$ cat src/rtl/seq_div32by16_if.sv
// Handshake bundle for the sequential 32/16 signed divider.
// Operands flow in on i_valid/o_ready, results out on o_valid/i_ready.
interface seq_div32by16_if #(
    parameter int W = 16
);
    logic                  i_valid;
    logic                  o_ready;
    logic signed [2*W-1:0] i_z;
    logic signed [W-1:0]   i_b;
    logic                  o_valid;
    logic                  i_ready;
    logic signed [W-1:0]   o_q;
    logic signed [W-1:0]   o_r;
    logic                  o_dbz;
    logic                  o_ovf;

    modport master (
        output i_valid, i_z, i_b, i_ready,
        input  o_ready, o_valid, o_q, o_r, o_dbz, o_ovf
    );

    modport slave (
        input  i_valid, i_z, i_b, i_ready,
        output o_ready, o_valid, o_q, o_r, o_dbz, o_ovf
    );
endinterface

$ cat src/rtl/seq_div32by16.sv
// Sequential signed divider, 2W-bit dividend by W-bit divisor.
// Restoring radix-2 on magnitudes, one quotient bit per clock, then sign fix-up.
module seq_div32by16 #(
    parameter int W = 16
) (
    input logic             i_clk,
    input logic             i_rst_n,
    seq_div32by16_if.slave  bus
);
    localparam int DW = 2 * W;
    localparam int CW = $clog2(DW);
    localparam logic [DW-1:0] QPOS = DW'((1 << (W - 1)) - 1);
    localparam logic [DW-1:0] QNEG = DW'(1 << (W - 1));
    localparam logic [W-1:0]  SAT_P = {1'b0, {(W - 1){1'b1}}};
    localparam logic [W-1:0]  SAT_N = {1'b1, {(W - 1){1'b0}}};

    typedef enum logic [1:0] {
        S_IDLE,
        S_CALC,
        S_FIX,
        S_DONE
    } state_t;

    state_t        r_state;
    state_t        w_state_nx;
    logic [CW-1:0] r_cnt;
    logic [DW-1:0] r_zmag;
    logic [W:0]    r_bmag;
    logic [W:0]    r_rem;
    logic [DW-1:0] r_qmag;
    logic          r_sign_q;
    logic          r_sign_r;
    logic          r_ready;
    logic          r_valid;
    logic [W-1:0]  r_q;
    logic [W-1:0]  r_r;
    logic          r_dbz;
    logic          r_ovf;

    logic          w_accept;
    logic          w_bzero;
    logic [DW-1:0] w_zmag;
    logic [W:0]    w_bext;
    logic [W:0]    w_bmag;
    logic [W+1:0]  w_shift;
    logic [W+1:0]  w_sub;
    logic          w_ge;
    logic          w_ovf;
    logic [W-1:0]  w_qlo;
    logic [W-1:0]  w_rlo;
    logic [W-1:0]  w_qsat;

    assign w_accept = bus.i_valid && r_ready && (r_state == S_IDLE);
    assign w_bzero  = (bus.i_b == '0);
    assign w_zmag   = bus.i_z[DW-1] ? (~bus.i_z + DW'(1)) : bus.i_z;
    assign w_bext   = {bus.i_b[W-1], bus.i_b};
    assign w_bmag   = bus.i_b[W-1] ? (~w_bext + (W+1)'(1)) : w_bext;

    // Partial remainder stays below |b| <= 2^(W-1), so W+2 bits never wrap
    assign w_shift  = {r_rem, r_zmag[DW-1]};
    assign w_sub    = w_shift - {1'b0, r_bmag};
    assign w_ge     = (w_shift >= {1'b0, r_bmag});

    assign w_ovf    = r_sign_q ? (r_qmag > QNEG) : (r_qmag > QPOS);
    assign w_qlo    = r_sign_q ? -r_qmag[W-1:0] : r_qmag[W-1:0];
    assign w_rlo    = r_sign_r ? -r_rem[W-1:0] : r_rem[W-1:0];
    assign w_qsat   = r_sign_q ? SAT_N : SAT_P;

    always_comb begin
        w_state_nx = r_state;
        unique case (r_state)
            S_IDLE: begin
                if (w_accept)
                    w_state_nx = w_bzero ? S_DONE : S_CALC;
            end
            S_CALC: begin
                if (r_cnt == CW'(DW - 1))
                    w_state_nx = S_FIX;
            end
            S_FIX:   w_state_nx = S_DONE;
            S_DONE: begin
                if (bus.i_ready)
                    w_state_nx = S_IDLE;
            end
            default: w_state_nx = S_IDLE;
        endcase
    end

    always_ff @(posedge i_clk) begin
        if (!i_rst_n) begin
            r_state  <= S_IDLE;
            r_cnt    <= '0;
            r_zmag   <= '0;
            r_bmag   <= '0;
            r_rem    <= '0;
            r_qmag   <= '0;
            r_sign_q <= 1'b0;
            r_sign_r <= 1'b0;
            r_ready  <= 1'b0;
            r_valid  <= 1'b0;
            r_q      <= '0;
            r_r      <= '0;
            r_dbz    <= 1'b0;
            r_ovf    <= 1'b0;
        end else begin
            r_state <= w_state_nx;
            r_ready <= (w_state_nx == S_IDLE);
            r_valid <= (w_state_nx == S_DONE);
            unique case (r_state)
                S_IDLE: begin
                    if (w_accept) begin
                        r_zmag   <= w_zmag;
                        r_bmag   <= w_bmag;
                        r_sign_q <= bus.i_z[DW-1] ^ bus.i_b[W-1];
                        r_sign_r <= bus.i_z[DW-1];
                        r_rem    <= '0;
                        r_qmag   <= '0;
                        r_cnt    <= '0;
                        r_dbz    <= w_bzero;
                        r_ovf    <= 1'b0;
                        if (w_bzero) begin
                            r_q <= bus.i_z[DW-1] ? SAT_N : SAT_P;
                            r_r <= '0;
                        end
                    end
                end
                S_CALC: begin
                    r_zmag <= {r_zmag[DW-2:0], 1'b0};
                    r_rem  <= w_ge ? w_sub[W:0] : w_shift[W:0];
                    r_qmag <= {r_qmag[DW-2:0], w_ge};
                    r_cnt  <= r_cnt + CW'(1);
                end
                S_FIX: begin
                    r_ovf <= w_ovf;
                    r_q   <= w_ovf ? w_qsat : w_qlo;
                    r_r   <= w_rlo;
                end
                default: ;
            endcase
        end
    end

    assign bus.o_ready = r_ready;
    assign bus.o_valid = r_valid;
    assign bus.o_q     = r_q;
    assign bus.o_r     = r_r;
    assign bus.o_dbz   = r_dbz;
    assign bus.o_ovf   = r_ovf;
endmodule

$ cat src/flat_wrapper.sv
// flat-port wrapper written by rule: the top's interface ports become plain ports
module seq_div32by16_flat 
#(
    parameter int W = 16
)
  (i_clk, i_rst_n, bus_i_valid, bus_i_z, bus_i_b, bus_i_ready, bus_o_ready, bus_o_valid, bus_o_q, bus_o_r, bus_o_dbz, bus_o_ovf);
  seq_div32by16_if #(.W(W)) bus_i ();
  input logic i_clk;
  input logic i_rst_n;
  input wire logic [$bits(bus_i.i_valid)-1:0] bus_i_valid;
  input wire logic [$bits(bus_i.i_z)-1:0] bus_i_z;
  input wire logic [$bits(bus_i.i_b)-1:0] bus_i_b;
  input wire logic [$bits(bus_i.i_ready)-1:0] bus_i_ready;
  output wire logic [$bits(bus_i.o_ready)-1:0] bus_o_ready;
  output wire logic [$bits(bus_i.o_valid)-1:0] bus_o_valid;
  output wire logic [$bits(bus_i.o_q)-1:0] bus_o_q;
  output wire logic [$bits(bus_i.o_r)-1:0] bus_o_r;
  output wire logic [$bits(bus_i.o_dbz)-1:0] bus_o_dbz;
  output wire logic [$bits(bus_i.o_ovf)-1:0] bus_o_ovf;
  assign bus_i.i_valid = bus_i_valid;
  assign bus_i.i_z = bus_i_z;
  assign bus_i.i_b = bus_i_b;
  assign bus_i.i_ready = bus_i_ready;
  assign bus_o_ready = bus_i.o_ready;
  assign bus_o_valid = bus_i.o_valid;
  assign bus_o_q = bus_i.o_q;
  assign bus_o_r = bus_i.o_r;
  assign bus_o_dbz = bus_i.o_dbz;
  assign bus_o_ovf = bus_i.o_ovf;
  seq_div32by16 #(.W(W)) u_core (.i_clk(i_clk), .i_rst_n(i_rst_n), .bus(bus_i));
endmodule
$ cat config.mk
export PLATFORM = sky130hd
export DESIGN_NAME = seq_div32by16_flat
export DESIGN_NICKNAME = d
export VERILOG_FILES = /design/src/rtl/seq_div32by16_if.sv /design/src/rtl/seq_div32by16.sv /design/src/flat_wrapper.sv
export SDC_FILE = /design/constraint.sdc
export NUM_CORES = 1
export LEC_CHECK = 0
export CAP_MARGIN = 20
export CELL_PAD_IN_SITES_DETAIL_PLACEMENT = 0
export CELL_PAD_IN_SITES_GLOBAL_PLACEMENT = 2
export CORE_ASPECT_RATIO = 0.6
export CORE_UTILIZATION = 34
export DETAILED_ROUTE_END_ITERATION = 10
export PLACE_DENSITY_LB_ADDON = 0.1
export SLEW_MARGIN = 0
export SYNTH_ARGS = -nofsm -noshare
export SYNTH_HDL_FRONTEND = slang
export SYNTH_SLANG_ARGS = --single-unit
$ cat constraint.sdc
create_clock -name i_clk -period 3.8 [get_ports i_clk]
set_clock_uncertainty 0.2 [all_clocks]
set_input_delay 0.76 -clock i_clk [delete_from_list [all_inputs] [get_ports i_clk]]
set_output_delay 0.76 -clock i_clk [all_outputs]
set_load 0.005 [all_outputs]
**Yosys cells after proc, flatten, opt, wreduce, memory -nomap -nowiden**

Index checks and enable logic that the tools add are counted.

- Bits of input ports: 52
- Register bits: 143

- Equality and inequality tests: 7
- Reductions and logical operators: 11
- Add/sub/neg operators: 6
- Bitwise operators: 3
- $lt $le $gt $ge: 3
- Muxes and demuxes: 30

Operators with widths:

| operator | number |
|---|---|
| 16-bit two-way mux | 9 |
| 32-bit case mux with 2 select lines | 2 |
| 32-bit two-way mux | 3 |
| 16-bit case mux with 2 select lines | 2 |
| 17-bit two-way mux | 3 |
| 17-bit case mux with 2 select lines | 1 |
| 32-bit by 2-bit adder with 32-bit output, second input constant | 1 |
| 32-bit by 15-bit > comparator with 1-bit output, second input constant | 1 |
| 32-bit by 16-bit > comparator with 1-bit output, second input constant | 1 |
| 16-bit negation | 2 |
| 32-bit NOT | 1 |
| 18-bit by 17-bit greater-or-equal comparator with 1-bit output | 1 |
| 17-bit by 1-bit adder with 17-bit output, second input constant | 1 |
| 17-bit NOT | 1 |
| 17-bit subtractor | 1 |
| 16-bit logical NOT | 1 |
| 5-bit case mux with 2 select lines | 1 |
| 2-bit two-way mux | 4 |
| 2-bit case mux with 4 select lines | 1 |
| 2-bit equality test, second input constant | 3 |
| 2-bit AND reduction | 3 |
| 5-bit by 1-bit adder with 5-bit output, second input constant | 1 |
| 5-bit equality test, second input constant | 1 |
| 5-bit two-way mux | 1 |
| 9 further kinds | 14 |

**Longest topological paths before layout**

- Depth after elaboration: 5
- Depth in mapped cells: 11
- Gate-level depth less buffers: 10

**Worst setup path before layout**

No wires, ideal clock.

- Path kind: input to register
- From: in bus_i_z[16]
- To: reg u_core.r_zmag[28]
- Buffers on the path: 1
- Library setup time: 0.131 ns
- Arrival: 2.627 ns
- Setup slack: 0.842 ns
- Stages: 7
- Data required time: 3.469 ns
- Cells stage by stage: or3_1 -> buf_2 -> or4_4 -> or4_4 -> nor3_1 -> mux2i_1 -> o22ai_1

- Cells in the longest elaborated chain, start to end: 5

RTL lines:

| what | line | RTL |
|---|---|---|
| from (decl) | flat_wrapper.sv:11 | `input wire logic [$bits(bus_i.i_z)-1:0] bus_i_z;` |
| 32-bit NOT | seq_div32by16.sv:55 | `assign w_zmag = bus.i_z[DW-1] ? (~bus.i_z + DW'(1)) : bus.i_z;` |
| 32-bit by 2-bit adder with 32-bit output | seq_div32by16.sv:55 |  |
| 32-bit two-way mux | seq_div32by16.sv:55 |  |
| 32-bit two-way mux | seq_div32by16.sv:111 | `if (w_accept) begin` |
| 32-bit case mux with 2 select lines | seq_div32by16.sv:109 | `unique case (r_state)` |
| to (signal assigned) | seq_div32by16.sv:112 | `r_zmag <= w_zmag;` |
| to (signal assigned) | seq_div32by16.sv:128 | `r_zmag <= {r_zmag[DW-2:0], 1'b0};` |
| to (decl) | seq_div32by16.sv:27 | `logic [DW-1:0] r_zmag;` |

Every way passes these cells. The select of a mux whose other input is x is not followed.
A chain may end at the register's enable or synchronous reset.

**Final worst setup path**

- From: reg u_core.r_zmag[31]
- To: reg u_core.r_rem[0]

- Cells in the longest elaborated chain, start to end: 3
- Elaborated cells between the ends (all ways): 4

RTL lines:

| what | line | RTL |
|---|---|---|
| 17-bit subtractor or 18-bit by 17-bit greater-or-equal comparator with 1-bit output (tied branches) | seq_div32by16.sv:61, seq_div32by16.sv:62 |  |
| 17-bit two-way mux (*) | seq_div32by16.sv:129 | `r_rem <= w_ge ? w_sub[W:0] : w_shift[W:0];` |
| 17-bit case mux with 2 select lines (*) | seq_div32by16.sv:109 |  |
| to (signal assigned) | seq_div32by16.sv:129 |  |
| to (decl) | seq_div32by16.sv:29 | `logic [W:0] r_rem;` |

Mark *: on every way between the ends. The rest lies on a longest branch, timed or not.

==> metrics.md <==
| Metric | Value |
|---|---|
| Outcome | `finished, final reports clean` |
| Max Slew Vio Count | `0` |
| Clk pin slew, worst setup/hold paths | `about 0.07 ns` |
| Routability cong. | `0.891` |
| TritonCTS clock tree | `yes` |
| Drt wl/cell | `17.4 um` |
| Cell area after layout | `0.00979 sq mm` |
| Full die area | `approximately 0.024 sq mm` |
| Nets@finish | `1,140` |
| YS warnings | `0` |
| Seq/Total Area, Yosys | `0.360` |
| Commonest non-fill, non-tap cell in the layout | `dfxtp_1` |
| Maxcap violations | `0` |
| Grt total ovfl | `0` |
| Share of cells above drive strength 1 | `0.0678` |
| Post-DRT Antenna Nets | `0` |
| Detail Placement HPWL | `17.1 mm` |
| Vias | `7,433` |
| Post-route DRC | `0` |
| Routed vias/inst | `5.37` |
| # diodes | `0` |
| Critical path class | `reg2reg` |
| Max Clock Freq | `315 MHz` |
| Predominant post-synthesis flop cell | `dfxtp_1` |
| Number of setup violations in the final report | `0` |
| Post-synth EDFFs | `0` |
| RSZ-0062 raised after global routing | `false` |
| Clk sinks | `between 100 and 150` |
| CP delay by family, top | `compound AO/OA/AOI/OAI gates` |
| Final Hold Vio Count | `0` |
| Cts bufs inserted | `17` |
| Drt initial violations | `601` |
| I/O Pins | `between 80 and 90` |
| Crit path largest cell delay | `0.58 ns` |
| Antenna violations before repair | `0` |
| Largest net degree at the start of global routing | `114` |
| CP endpoint kind | `flip-flop` |
| Mapped Nets | `around 1,100` |
| Crit Path Max Fanout | `16` |
| Top cells by area, synth | `dfxtp_1, nand2_1, xnor2_1, a21oi_1, nand3_1` |
| Crit-path slowest cell | `a2111oi_2` |
| # placed instances | `1,353` |
| WP data required | `3.92 ns` |
| Commonest non-fill, non-tap cells in the layout | `dfxtp_1, nand2_1, clkdlybuf4s50_1, nor2_1, a21oi_1` |
| Mapped Area | `0.00795 sq mm` |
| Core Area | `0.0225 sq mm` |
| Most used cell, CP | `inv_1` |
| Later-pin clock latency in the skew report | `approximately 0.42 ns` |
| Fin crit period | `around 3.2 ns` |
| Leakage | `3.49 nW` |
| # rows | `42` |
| Buffers on Ports | `87` |
| Final Non-Filler Cells | `1,385` |
| Gates resized, CTS repair | `0` |
| Synth top area share | `0.360` |
| Die Y | `120 um` |
| P&R area growth vs syn | `23.2%` |
| Synth Register Bits | `143` |
| H-tree depth | `4` |
| Deepest clock path buffer count | `2` |
| GRT Total Usage | `0.203` |
| Vias in the first global route | `6,584` |
| Worst path cell trace | `inv_1 > ha_1 > inv_1 > fa_1 > a21o_1 > a31o_2 > a2111oi_2 > a2bb2oi_2 > mux2i_1 > a22o_1` |
| Syn Area/Cell | `about 8 sq um` |
| P per Cell Area | `462 mW/mm^2` |
| # Post-CTS Setup Buffers | `0` |
| Worst vdd ir | `0.271 mV` |
| Hold Buf Count CTS | `0` |
| Post-synthesis async set-or-reset flop share | `0` |
| Buffers & Inverters on Critical Path | `2` |
| Setup TNS | `0 ns` |
| 1st-pass router iterations | `6` |
| Cell Area, Placed | `0.00918 sq mm` |
| Worst Hold Class | `reg2reg` |
| Fin crit share | `0.835` |
| Synth Instances | `between 1,000 and 1,500` |
| Root buffer cell | `clkbuf_16` |
| Crit path DAT | `3.29 ns` |
| Netlist cell types | `62` |
| Die width | `between 150 and 200 um` |
| Starting Density | `0.353` |
| First-pass GRT wire length | `38.1 mm` |
| Slew margin rel. | `0.470` |
| Startpoint Class | `flip-flop` |
| Drt total wl | `24.0 mm` |
| Area leader, netlist | `dfxtp_1` |
| Worst-Margin Slew | `0.788 ns` |
-- synthesized netlist by cell type (8+ instances only) --
cell and number:
a22oi_1 16, xnor2_1 47, nand2_1 130, o31ai_1 17
or4_1 8, dfxtp_1 143, o41ai_1 12, o31a_1 9
a211oi_1 18, and3_1 8, a32oi_1 9, nand3_1 71
nand2b_1 13, a21oi_1 77, xor2_1 26, a222oi_1 21
nor2_1 78, nor4_1 15, a31oi_1 16, inv_1 31
clkbuf_1 67, ha_1 23, or3_1 11, o21ai_0 39
nor3_1 18
-- report_power, final --
group / internal, mW / switching, mW / total (mW) / leakage [nW]
sequential: 1.56 / 0.0763 / 1.63 / 1.16
clock: 1.08 / 0.681 / 1.76 / 0.291
combinational: 0.439 / 0.697 / 1.14 / 2.04
-- path summary, 6_finish.rpt --
| kind | endpoint | start | slack [ns] | cells after the start |
|---|---|---|---|---|
| worst max-delay path | u_core.r_rem[0] | u_core.r_zmag[31] | 0.63 | 10 |
| worst min-delay path | u_core.bus.o_q[15] | u_core.bus.o_q[15] | 0.26 | 2 |
| worst max register to register | u_core.r_rem[0] | u_core.r_zmag[31] | 0.63 | 10 |
| worst min register to register | u_core.bus.o_q[15] | u_core.bus.o_q[15] | 0.26 | 2 |
-- area by class of cell --
cell class / instances / area (sq um)
clock buffers: 21 / 460
clock inverters: 11 / 153
fillers: 2328 / 12700
well taps: 308 / 385
multi-input cells: 760 / 4710
repair buffers: 110 / 1090
flip-flops and latches: 143 / 2860
inverters: 32 / 121
-- per-layer routing --
metal / vias to the layer above / track usage / wire length [um]
met4: 0 / 0.0463 / 175
met3: 10 / 0.0402 / 1510
met1: 3408 / 0.358 / 14200
met2: 217 / 0.227 / 8160
li1: 3798 / - / -
met5: - / 0 / 0
-- tightest hold or removal path, cell delays in order, from the launching register on --
cell and delay [ns]:
dfxtp_1 0.31, nand2_1 0.05, a21oi_1 0.05
-- through the flow --
stage | hold slack [ns] | setup WS [ns] | utilization | total power [mW]
floorplan | 0.228 | 0.842 | - | 2.41
global placement | 0.247 | 0.284 | 0.408 | 2.80
detailed placement | 0.252 | 0.272 | 0.408 | 2.79
CTS | 0.262 | 0.612 | 0.435 | 4.56
global route | 0.271 | 0.477 | 0.435 | 4.74
finish | 0.256 | 0.629 | 0.435 | 4.53
-- registers in the layout, indices dropped and copies added, names as in the netlist --
name	cells
u_core.bus.o_ready	1
u_core.bus.o_dbz	1
u_core.r_sign_q	1
u_core.r_qmag	32
u_core.bus.o_ovf	1
u_core.bus.o_r	16
u_core.r_state	2
u_core.r_sign_r	1
u_core.r_rem	17
u_core.r_bmag	17
u_core.r_zmag	32
u_core.r_cnt	5
u_core.bus.o_valid	1
u_core.bus.o_q	16
-- logic make-up (layout without fill, tap and decap cells) --
kind of cell    Yosys count  in the layout  synth area share
simple gates            385            385             0.231
buf+inv                 104            174            0.0494
fa+ha+maj                24             24            0.0387
mux                       6              6           0.00756
compound gates          272            272             0.232
xor+xnor                 73             73            0.0805
flops                   143            143             0.360
No activity file was read; power rests on OpenSTA's default activity.
